--- config.mk ---
export PLATFORM = sky130hd
export DESIGN_NAME = selec_perfil_arb
export DESIGN_NICKNAME = d
export VERILOG_FILES = /design/src/rtl/selec_perfil_arb.sv
export SDC_FILE = /design/constraint.sdc
export NUM_CORES = 1
export LEC_CHECK = 0
export ABC_AREA = 1
export CELL_PAD_IN_SITES_DETAIL_PLACEMENT = 2
export CELL_PAD_IN_SITES_GLOBAL_PLACEMENT = 2
export CORE_UTILIZATION = 23
export DETAILED_ROUTE_END_ITERATION = 8
export PLACE_DENSITY_LB_ADDON = 0.1
export SLEW_MARGIN = 20
export SYNTH_ARGS = -nofsm -noshare
export SYNTH_HDL_FRONTEND = slang
export SYNTH_SLANG_ARGS = --single-unit
export TNS_END_PERCENT = 100
--- constraint.sdc ---
create_clock -name clk -period 1.6 [get_ports clk]
set_input_delay 0.24 -clock clk [delete_from_list [all_inputs] [get_ports clk]]
set_output_delay 0.24 -clock clk [all_outputs]
set_load 0.02 [all_outputs]
--- src/rtl/selec_perfil_arb.sv ---
// Profile-channel arbiter: picks one owner among eligible channels (lowest index wins),
// with a minimum hold window, optional pre-emption, and a registered code to the decoder.
module selec_perfil_arb #(
  parameter int NUM_CH   = 2,
  parameter int CODE_W   = 3,
  parameter int MIN_HOLD = 4,
  parameter int PREEMPT  = 1,
  localparam int IDX_W   = (NUM_CH > 1) ? $clog2(NUM_CH) : 1,
  localparam int CNT_W   = (MIN_HOLD > 0) ? $clog2(MIN_HOLD + 1) : 1
) (
  input  logic                     clk,
  input  logic                     rst,
  input  logic [NUM_CH-1:0]        on,
  input  logic [NUM_CH-1:0]        atv_PRIO,
  input  logic [NUM_CH*CODE_W-1:0] code_in,
  output logic [CODE_W-1:0]        out,
  output logic                     valid,
  output logic [IDX_W-1:0]         owner,
  output logic                     switch_pulse
);

  typedef enum logic {IDLE, OWNED} state_t;

  localparam logic [CNT_W-1:0] HOLD_LD = CNT_W'(MIN_HOLD);

  state_t              state, state_n;
  logic [NUM_CH-1:0]   elig;
  logic [IDX_W-1:0]    cand;
  logic [CODE_W-1:0]   cand_code;
  logic                any_elig;
  logic                owner_elig;
  logic [CODE_W-1:0]   owner_code;
  logic [CNT_W-1:0]    cnt, cnt_n;
  logic [CODE_W-1:0]   out_n;
  logic                valid_n;
  logic [IDX_W-1:0]    owner_n;
  logic                pulse_n;

  // Scan from the top down so the lowest eligible index is the last one written.
  always_comb begin
    elig      = on & atv_PRIO;
    cand      = '0;
    cand_code = '0;
    any_elig  = 1'b0;
    for (int unsigned i = NUM_CH; i > 0; i--) begin
      if (elig[i-1]) begin
        cand      = IDX_W'(i - 1);
        cand_code = code_in[(i-1)*CODE_W +: CODE_W];
        any_elig  = 1'b1;
      end
    end
  end

  always_comb begin
    owner_elig = 1'b0;
    owner_code = '0;
    for (int unsigned i = 0; i < NUM_CH; i++) begin
      if (owner == IDX_W'(i)) begin
        owner_elig = elig[i];
        owner_code = code_in[i*CODE_W +: CODE_W];
      end
    end
  end

  always_comb begin
    state_n = state;
    out_n   = out;
    valid_n = valid;
    owner_n = owner;
    cnt_n   = cnt;
    pulse_n = 1'b0;
    unique case (state)
      IDLE: begin
        out_n   = '0;
        valid_n = 1'b0;
        owner_n = '0;
        if (any_elig) begin
          state_n = OWNED;
          owner_n = cand;
          out_n   = cand_code;
          valid_n = 1'b1;
          pulse_n = 1'b1;
          cnt_n   = HOLD_LD;
        end
      end
      OWNED: begin
        if (!owner_elig) begin
          if (any_elig) begin
            owner_n = cand;
            out_n   = cand_code;
            pulse_n = 1'b1;
            cnt_n   = HOLD_LD;
          end else begin
            state_n = IDLE;
            out_n   = '0;
            valid_n = 1'b0;
            owner_n = '0;
            cnt_n   = '0;
          end
        end else if ((PREEMPT != 0) && (cand < owner) && (cnt == '0)) begin
          owner_n = cand;
          out_n   = cand_code;
          pulse_n = 1'b1;
          cnt_n   = HOLD_LD;
        end else begin
          out_n = owner_code;
          cnt_n = (cnt != '0) ? cnt - 1'b1 : '0;
        end
      end
      default: state_n = IDLE;
    endcase
  end

  always_ff @(posedge clk) begin
    if (rst) begin
      state        <= IDLE;
      out          <= '0;
      valid        <= 1'b0;
      owner        <= '0;
      switch_pulse <= 1'b0;
      cnt          <= '0;
    end else begin
      state        <= state_n;
      out          <= out_n;
      valid        <= valid_n;
      owner        <= owner_n;
      switch_pulse <= pulse_n;
      cnt          <= cnt_n;
    end
  end

endmodule

==> results of run 1 <==
-- cell families (layout without fill, tap and decap cells) --
family	after synthesis	in the layout	share of synthesized area
buffers and inverters	13	34	0.0996
adder cells (fa/ha/maj)	1	1	0.0221
AO/OA/AOI/OAI	15	15	0.144
AND/OR/NAND/NOR	44	44	0.381
flip-flops	10	10	0.354
-- routing by layer --
layer,vias up,global-route usage,share of wire
met2,13,0.255,0.48
met4,0,0.0405,0.0085
li1,307,-,-
met1,273,0.170,0.47
met3,2,0.0556,0.043
met5,-,0,0
-- cell type report --
cell class / count / share of cell area
Tap cell: 28 / 0.0436
Inverter: 12 / 0.0561
Clock buffer: 4 / 0.0452
Timing Repair Buffer: 18 / 0.221
Sequential cell: 10 / 0.249
Multi-Input combinational cell: 60 / 0.385
-- power by group through the flow --
stage | clock network, W | registers, W | logic (W)
after floorplan | 0 | 0.000286 | 0.0000652
after global placement | 0 | 0.000275 | 0.000145
after detailed placement | 0 | 0.000275 | 0.000146
after CTS | 0.000245 | 0.000269 | 0.000147
after global routing | 0.000257 | 0.000270 | 0.000163
final | 0.000234 | 0.000269 | 0.000144
-- worst register-to-register path: cells and delay by family, from the launching register on --
kind | cells | cell delay [ns]
buf+inv | 2 | 0.11
fa+ha+maj | 1 | 0.22
simple gates | 6 | 0.59
flops | 1 | 0.37
-- flip-flops by register name, summed over array words and instances (netlist names) --
| signal | flops |
|---|---|
| cnt | 3 |
| out | 3 |
| valid | 1 |
| owner | 1 |
| state | 1 |
| switch_pulse | 1 |
-- worst max path at each step --
stage                     slack (ns)         from      to
after CTS                       0.14        valid   valid
after detailed placement       -0.04  atv_PRIO[0]  out[2]
final                           0.16        valid   valid
after global routing            0.10        owner   owner
after global placement          0.03        on[0]  out[0]
after floorplan                 0.44        owner  out[0]
-- synthesized netlist by cell type (3+ instances only) --
master,count
nor2_1,11
inv_1,9
o21ai_0,8
nand3_1,6
nand3_2,3
dfxtp_1,10
a21oi_1,4
nand2_2,3
nand2_1,18
inv_2,3
-- stage by stage --
step           instances  setup TNS, ns  worst slack, ns  cell area (um2)
3_3_place_gp         128              0           0.0319              767
5_1_grt              132              0            0.103              803
3_5_place_dp         128        -0.0580          -0.0406              767
6_report             132              0            0.159              803
4_1_cts              132              0            0.143              803
2_1_floorplan         83              0            0.437              566
==> results.md, run 1 <==
- Of the total power, the share spent switching nets is 0.278.
- In the routed layout, each cell is associated on average with a via count of ~4.5.
- After clock tree synthesis, the setup repair step added 0 buffers.
- The number of ports placed on the die boundary is 18.
- After clock tree synthesis, the flow added hold-fix buffers numbering 0.
- The power density relative to cell area is 806 nW/um2.
- Final hold analysis gives a worst-case slack of 0.478 ns.
- In this run the number of cells on the critical path is 1.
- Sorting the synthesized cells by area gives the leading types as dfxtp_1 (35%), nand2_1 (12%), nor2_1 (7.3%), o21ai_0 (7.1%), inv_1 (6.0%).
- For this run, asynchronously set or reset flops after synthesis account for 0.
- The first detailed-routing pass took 2 iterations.
- Of the total power, the clock network draws 0.361.
- The sequential cell fraction of total power is 0.416.
- The H-tree depth reported by CTS is 1.
- For the pin with the worst max-slew slack, the measured transition is approximately 0.23 ns.
- In this run, the number of DRC markers left after iteration 0 of detailed routing was 4.
- Relative to the synthesized area, the layout overhead comes to 42.0%.
- Counting the buffers created by CTS gives 3.
- The largest stage delay on the critical path is ~0.6 ns.
- The hold violation count in the final report is 0.
- In this run the most critical hold path is launched from valid.
- The initial antenna violation count is 0.
- The signal on the critical path passes through clkdlybuf4s50_1.
- The count of nets left with antenna violations once routing finished came out at 0.
- The register cell area after layout is ~200 um2.
- The critical path in this run is classified as flip-flop to output pin.
- The distinct cell type count of the synthesized netlist is 18.
- The netlist area before placement is around 570 um2.
- For this run, the leading register cell type out of synthesis is dfxtp_1.
- STA puts the critical path data arrival time at 1.20 ns.
- After synthesis the netlist holds a flip-flop and latch count of 10.
- The core area is roughly 2300 um2.
- The die area is roughly 2700 um2.
- Setup repair after global routing left no endpoint under its margin.
- The half-perimeter wire length of the detailed placement result is roughly 1300 um.
- The longest clock path from root to sink contains 2 buffers.
- The count of input and output buffers is 17.
- Among all stages on the critical path, the largest delay is contributed by clkdlybuf4s50_1.
- The detailed router placed around 600 vias in this run.
- The worst hold path terminates at valid.
- The remaining max-slew budget at the tightest pin is 0.843.
- Once the clock tree was built, the resizer swapped 0 gates to a different size.
- The kind of start point of the critical path is a flip-flop.
- After detailed routing, the number of remaining DRC violations is 0.
- Along the worst hold path, the cell count comes to 1.
- The number of global-route vias before repair was between 600 and 700.
- The synthesized design contains 0 enable-type register cells.
- Timing would allow up to 694 MHz.
- The number of fill cells in the layout is between 200 and 300.
- Leaving out fill and tap cells, the most frequent cell in the layout is nand2_1.
- The post-synthesis cell type with the largest combined area is dfxtp_1.
- The overall fraction of global-route tracks in use is 0.148.
- The clock period could shrink to 1.44 ns.
- The TritonCTS clock tree is done.
- The final cycle utilization of the critical path is 0.900.
- The weighted congestion at the end of routability-driven global placement is roughly 0.75.
- The clock arrives with just under 0.003 ns of skew.
- The register-to-register setup slack is 0.26 ns.
- In this run the critical register-to-register path is captured at out[2].
- Synthesis produced a netlist whose cell count is 83.
- In the final routed layout, each cell accounts on average for 12.4 um.
- Along the worst path, the maximum fanout reaches 2.
- IR analysis of the VDD net gives a maximum drop of between 0.3 and 0.4 mV.
- The fraction of final layout cells sized beyond drive strength 1 is 0.163.
- The flow ran to the end, and the final reports show no timing, DRC or antenna violations.
- Of the total power, combinational logic draws 0.223.
- The vertical die dimension is 51.6 um.
- For this run, the post-layout net count is 118.
- The tree is rooted in a clkbuf_4.
- Of the post-synthesis cell area, the dominant cell type holds 0.354.
- Together, buffers and inverters on the worst path number 1.
- The sequential fraction of the synthesis area is 0.354.
- The cell family contributing the most delay on the critical path is buffers and inverters.
- The startpoint identified for the worst register-to-register timing path is cnt[0].
- The first global-routing pass estimated 2880 um of wire.
- The final-report max-slew violation count is 0.
- At the worst endpoint, the required time is roughly 1.4 ns.
- After clock tree synthesis, the clock-pin slew on the worst setup and hold paths is 0.07 ns.
- Entering global routing, the biggest net connects 11 pins.
- Clock latency on the worst-skew pair, taken at its later pin, is 0.27 ns.
- The overall power is around 0.00065 W.
- The count of cells along the worst register-to-register path is 9.
- The initial utilization of the core area, before any placement, comes to 0.251.
- For this design the static power due to leakage is 0.339 nW.
- The net count of the mapped netlist is between 90 and 100.
- The worst setup path is captured at an output pin.
- The sink count of the clock tree is 10.
- Max-cap violations in this run came to 0.
- The total net switching power is roughly 0.00018 W.
- Measured on the finished design, the core utilization comes to 0.356.
- Setup violations remaining at the end of the flow were counted as 0.
- The number of antenna diodes in the final layout is 0.
- The internal portion of the total power is between 0.0004 and 0.0005 W.
- The worst hold path belongs to the class flip-flop to flip-flop.
- The area of combinational cells with multiple inputs is 309 um2.
- The mean post-synth cell area is a little under 7 um2.
- The warning count from the yosys run is 0.
- In the layout the commonest cells are nand2_1 (18), clkdlybuf4s50_1 (17), nor2_1 (11).
- The routed wire length is between 1500 and 2000 um.
- The number of rows in the core area is 17.
- For this run the aggregate overflow at the end of global routing stands at 0.
- The die is 51.6 um wide.
No activity file was read; power rests on OpenSTA's default activity.
==> run 2: changes to the inputs <==
CORE_UTILIZATION = 24   (was 23)
CTS_BUF_LIST = sky130_fd_sc_hd__clkbuf_4   (was not set)
==> run 2 against run 1 <==
Register-to-register slack gained 0.03 ns. Non-clock buffer count grew 1. Clock skew shrank 0.0028 ns. Clock power shrank 26%. Critical path depth is the same. Count of clock-buffer cells in the layout shrank 1. Total power shrank 9.5%. Combinational power is essentially flat. Final area shrank 0.93%. Final cell count is the same.
==> results.md, run 2 (synthesis results as in run 1) <==
- The count of input and output buffers is 17 (unchanged).
- Biggest regs: cnt x3, out x3 (unchanged).
- Most frequent cells in the layout: nand2_1 (18), clkdlybuf4s50_1 (16), nor2_1 (11) (was nand2_1 (18), clkdlybuf4s50_1 (17), nor2_1 (11)).
- The routed wire length is 1540 um (was 1640 um).
- The half-perimeter wire length of the detailed placement result is 1310 um (was 1340 um).
- The required time at the endpoint of the critical path is 1.36 ns (about the same).
- The final-report max-slew violation count is 0 (unchanged).
- The vertical die dimension is 50.5 um (was 51.6 um).
- Unrepaired setup endpoints after global routing: false (unchanged).
- The count of antenna diodes in the layout is 0 (unchanged).
- The number of routed nets with antenna violations was 0 (unchanged).
- The H-tree depth reported by CTS is 1 (unchanged).
- The cell with the largest stage delay on the worst path is clkdlybuf4s50_1 (unchanged).
- The clock period minus final worst setup slack is 1.42 ns (was 1.44 ns).
- The number of buffer and inverter stages on the critical path is 1 (unchanged).
- The number of ports placed on the die boundary is 18 (unchanged).
- The global-route wire length before repair is 2610 um (was 2880 um).
- The die area is 2550 um2 (was 2660 um2).
- The via count is 580 (was 595).
- The effective utilization at floorplan is 0.256 (was 0.251).
- The clock transition time at the flip-flop clock pins of the worst setup and hold paths was 0.07 ns (about the same).
- The area added between synthesis and finish is 40.7% (was 42.0%).
- The power density relative to cell area is 736 nW/um2 (was 806 nW/um2).
- The number of buffers created by CTS was 3 (unchanged).
- The remaining max-slew budget at the tightest pin is 0.832 (was 0.843).
- The number of rows in the core area is 17 (unchanged).
- The static leakage power is 0.340 nW (was 0.339 nW).
- The overall fraction of global-route tracks in use is 0.140 (was 0.148).
- The most frequent standard cell in the layout excluding fill and tap cells was nand2_1 (unchanged).
- The number of fill cells in the layout is 271 (was 287).
- The weighted congestion at the end of routability-driven global placement came to 0.732 (was 0.753).
- The arrival time at the worst endpoint is 1.18 ns (was 1.20 ns).
- The cell total after placement came to 129 (was 128).
- The top fanout value on the critical path is 2 (unchanged).
- The worst vdd rail ir drop is 0.270 mV (was 0.309 mV).
- The average via count per standard cell is 4.39 (was 4.51).
- The hold violation count in the final report is 0 (unchanged).
- The final cycle utilization of the critical path is 0.889 (was 0.900).
- The number of buffers added to fix hold violations after cts was 0 (unchanged).
- The hold path depth is 1 (unchanged).
- The critical path's top delay family is buffers and inverters (unchanged).
- The overflow left after global routing is 0 (unchanged).
- The sink count of the clock tree came to 10 (unchanged).
- The core area came to 2210 um2 (was 2250 um2).
- The slew of the pin with the lowest slew margin was 0.252 ns (was 0.234 ns).
- The startpoint-to-endpoint class of the critical path is flip-flop to output pin (unchanged).
- The first-pass detailed-route iteration total is 3 (was 2).
- The filler-free cell count of the finished design came to 132 (unchanged).
- The final setup violation count is 0 (unchanged).
- Result of the run: completed (unchanged).
- The initial antenna violation count came to 0 (unchanged).
- The fraction of final layout cells sized beyond drive strength 1 is 0.163 (unchanged).
- The library cell used as clock root buffer was clkbuf_4 (unchanged).
- The max-capacitance violation count is 0 (unchanged).
- The largest net degree at the start of global routing is 8 (was 11).
- The number of nets in the layout is 119 (was 118).
- The clock network latency to the later pin of the worst-skew pair is 0.26 ns (was 0.27 ns).
- The number of DRC markers after the initial detailed-route iteration came to 2 (was 4).
- The setup skew after layout is 0.000146 ns (was 0.00298 ns).
- Critical path cell sequence: clkdlybuf4s50_1 (unchanged).
- The die width came to 50.5 um (was 51.6 um).
- The type of the worst min-delay path is flip-flop to flip-flop (unchanged).
- The upper clock frequency limit is 703 MHz (was 694 MHz).
- The kind of start point of the critical path is a flip-flop (unchanged).
- The total DRC errors in the routed layout is 0 (unchanged).
- The count of cell instances traversed by the critical path is 1 (unchanged).
- The routed length per instance is 11.7 um (was 12.4 um).
- The largest stage delay on the critical path is 0.60 ns (about the same).
- The deepest clock path buffer count is 2 (unchanged).
- The number of global-route vias before repair was 585 (was 646).
- The sum of negative setup slack is 0 ns (unchanged).
- The endpoint class of the critical path was an output pin (unchanged).
- The count of cells along the worst register-to-register path is 9 (unchanged).
- The TritonCTS clock tree is done (unchanged).
## run 2: final cells by class
type,instances,area (um2),area share
flip-flops and latches,10,200,0.252
well taps,28,35.0,0.0440
inverters,12,45.0,0.0566
repair buffers,19,184,0.231
multi-input cells,60,309,0.388
clock buffers,3,22.5,0.0283
## run 2: through the flow
step           hold WS [ns]  total power (W)  worst slack, ns  instance area [um2]   util
6_report              0.464         0.000586            0.178                  796  0.360
5_1_grt               0.487         0.000624            0.101                  796  0.360
4_1_cts               0.468         0.000595            0.165                  796  0.360
3_5_place_dp          0.452         0.000423          -0.0536                  774  0.350
3_3_place_gp          0.447         0.000420          -0.0167                  774  0.350
2_1_floorplan         0.309         0.000351            0.437                  566      -
## run 2: where the power goes
group          internal, W  switching [W]  total, W
combinational    0.0000670      0.0000759  0.000143
clock            0.0000867      0.0000850  0.000172
sequential        0.000263     0.00000821  0.000271
## run 2: routing by layer
layer  wire, um  global-route usage  vias to the layer above  share of wire
li1           -                   -                      309              -
met2        646               0.211                       13           0.42
met3         59              0.0394                        2          0.038
met4         14              0.0417                        0         0.0091
met5          0                   0                        -              0
met1        820               0.193                      256           0.53
## run 2: path summary, 6_finish.rpt
check / endpoint / slack [ns] / startpoint
hold / removal: valid / 0.46 / valid
hold reg to reg: valid / 0.46 / valid
setup reg to reg: out[2] / 0.29 / cnt[0]
setup / recovery: valid / 0.18 / valid
## run 2: what timing repair did
item | CTS | global route
resized for setup | 1 | 0
setup endpoints to repair | 1 | 0
buffers inserted | 0 | 0
==> run 3: changes to the inputs <==
clock period = 1.5 ns   (was 1.6 ns; I/O delays follow)
==> run 3 against run 2 <==
Sequential share of layout area down 0.24 points. Worst setup slack worse by 0.094 ns. Wire length up 1.0%. Combinational power up 8%. Sequential power up 7%. Critical path depth unchanged. Via count up 3.6%. Final cell count up 0.76%. Clock skew up 0.0065 ns. Critical path type unchanged. Sequential cell count unchanged. Final area up 0.94%.
==> results.md, run 3 (synthesis results as in run 1) <==
- The core area is 2210 um2 (unchanged).
- Critical path cell sequence: clkdlybuf4s50_1 (unchanged).
- The via count is 601 (was 580).
- The cell area after placement is 782 um2 (was 774 um2).
- The clock network latency to the later pin of the worst-skew pair is 0.27 ns (was 0.26 ns).
- The number of buffers created by CTS is 3 (unchanged).
- Most frequent cells in the layout: nand2_1 (18), clkdlybuf4s50_1 (16), nor2_1 (11) (unchanged).
- The number of global-route vias before repair is 639 (was 585).
- The pre-CTS setup slack was -0.0713 ns (was -0.0536 ns).
- The largest stage delay on the critical path was 0.60 ns (about the same).
- The arrival time at the worst endpoint was 1.19 ns (was 1.18 ns).
- The area added between synthesis and finish is 42.0% (was 40.7%).
- The die area is 2550 um2 (unchanged).
- The most frequent standard cell in the layout excluding fill and tap cells is nand2_1 (unchanged).
- The library cell used as clock root buffer is clkbuf_4 (unchanged).
- The remaining max-slew budget at the tightest pin is 0.843 (was 0.832).
- The setup skew after layout is 0.00668 ns (was 0.000146 ns).
- The number of nets in the layout is 120 (was 119).
- The cell with the largest stage delay on the worst path is clkdlybuf4s50_1 (unchanged).
- The fraction of final layout cells sized beyond drive strength 1 is 0.171 (was 0.163).
- Result of the run: completed (unchanged).
- The number of buffer and inverter stages on the critical path is 1 (unchanged).
- The routed wire length is 1560 um (was 1540 um).
- The endpoint class of the critical path is an output pin (unchanged).
- The global-route wire length before repair is 2910 um (was 2610 um).
- The hold violation count in the final report is 0 (unchanged).
- The slew of the pin with the lowest slew margin came to 0.235 ns (was 0.252 ns).
- The upper clock frequency limit is 706 MHz.
- The final setup violation count came to 0 (unchanged).
- The power density relative to cell area is 784 nW/um2 (was 736 nW/um2).
- The half-perimeter wire length of the detailed placement result is 1340 um (was 1310 um).
- The final-report max-slew violation count was 0 (unchanged).
- The type of the worst min-delay path is flip-flop to flip-flop (unchanged).
- Biggest regs: cnt x3, out x3 (unchanged).
- The critical path's top delay family is buffers and inverters (unchanged).
- The overflow left after global routing is 0 (unchanged).
- The clock transition time at the flip-flop clock pins of the worst setup and hold paths came to 0.07 ns (about the same).
- The startpoint-to-endpoint class of the critical path was flip-flop to output pin (unchanged).
- The first-pass detailed-route iteration total came to 4 (was 3).
- The cell total after placement is 130 (was 129).
- The deepest clock path buffer count is 2 (unchanged).
- The static leakage power is 0.345 nW (was 0.340 nW).
- The kind of start point of the critical path is a flip-flop (unchanged).
- The initial antenna violation count is 0 (unchanged).
- The sink count of the clock tree is 10 (unchanged).
- The vertical die dimension is 50.5 um (unchanged).
- The overall fraction of global-route tracks in use is 0.155 (was 0.140).
- The worst vdd rail ir drop is 0.282 mV (was 0.270 mV).
- The count of antenna diodes in the layout is 0 (unchanged).
- The weighted congestion at the end of routability-driven global placement came to 0.708 (was 0.732).
- The max-capacitance violation count was 0 (unchanged).
- The average via count per standard cell is 4.52 (was 4.39).
- The design area came to 803 um2 (was 796 um2).
- The register-to-register setup slack is 0.20 ns (was 0.29 ns).
- The top fanout value on the critical path is 2 (unchanged).
- The TritonCTS clock tree is done (unchanged).
- The number of routed nets with antenna violations is 0 (unchanged).
- The required time at the endpoint of the critical path is 1.27 ns (was 1.36 ns).
- The die width came to 50.5 um (unchanged).
- The number of rows in the core area came to 17 (unchanged).
- The number of ports placed on the die boundary came to 18 (unchanged).
- The setup slack of the critical path after layout is 0.0838 ns (was 0.178 ns).
- The H-tree depth reported by CTS is 1 (unchanged).
- The total DRC errors in the routed layout is 0 (unchanged).
- The filler-free cell count of the finished design was 133 (was 132).
- In the finished design, the share of the clock period the worst path needs comes to 0.944.
- Unrepaired setup endpoints after global routing: false (unchanged).
- The worst hold margin came to 0.465 ns (was 0.464 ns).
- The number of DRC markers after the initial detailed-route iteration is 5 (was 2).
- The clock period minus final worst setup slack is roughly 1.4 ns.
- The effective utilization at floorplan is 0.256 (unchanged).
- The number of fill cells in the layout is 285 (was 271).
- The routed length per instance is 11.7 um (about the same).
- The count of input and output buffers is 17 (unchanged).
- The largest net degree at the start of global routing is 8 (unchanged).
[run 3: report_power, final]
group          leakage, nW  switching [W]  internal [W]
sequential          0.0822     0.00000849      0.000280
clock               0.0138      0.0000940     0.0000927
combinational        0.249      0.0000813     0.0000732
[run 3: timing repair]
item	CTS	global route
gates resized for setup	1	0
hold buffers	0	0
endpoints found under the setup margin	1	0
setup buffers	0	0
[run 3: final cells by class]
| cell class | instances | area [um2] | area share |
|---|---|---|---|
| multi-input cells | 60 | 309 | 0.385 |
| flip-flops and latches | 10 | 200 | 0.249 |
| repair buffers | 20 | 191 | 0.238 |
| inverters | 12 | 45.0 | 0.0561 |
| well taps | 28 | 35.0 | 0.0436 |
| clock buffers | 3 | 22.5 | 0.0280 |
[run 3: final timing paths]
check                           startpoint      to  depth (start not counted)
worst max register to register      cnt[0]  out[1]                          9
worst min-delay path                 valid   valid                          1
worst min register to register       valid   valid                          1
worst max-delay path                 valid   valid                          1
[run 3: per-stage QoR]
| stage | TNS [ns] | total power, W | utilization |
|---|---|---|---|
| after floorplan | 0 | 0.000374 | - |
| final | 0 | 0.000630 | 0.363 |
| after detailed placement | -0.182 | 0.000454 | 0.354 |
| after CTS | 0 | 0.000642 | 0.363 |
| after global placement | -0.124 | 0.000450 | 0.354 |
| after global routing | 0 | 0.000677 | 0.363 |
[run 3: layer usage]
| layer | vias to the layer above | wire length (um) | track usage | part of all wire |
|---|---|---|---|---|
| li1 | 311 | - | - | - |
| met1 | 273 | 792 | 0.203 | 0.51 |
| met2 | 15 | 688 | 0.244 | 0.44 |
| met3 | 2 | 61 | 0.0394 | 0.039 |
| met4 | 0 | 14 | 0.0556 | 0.0090 |
| met5 | - | 0 | 0 | 0 |
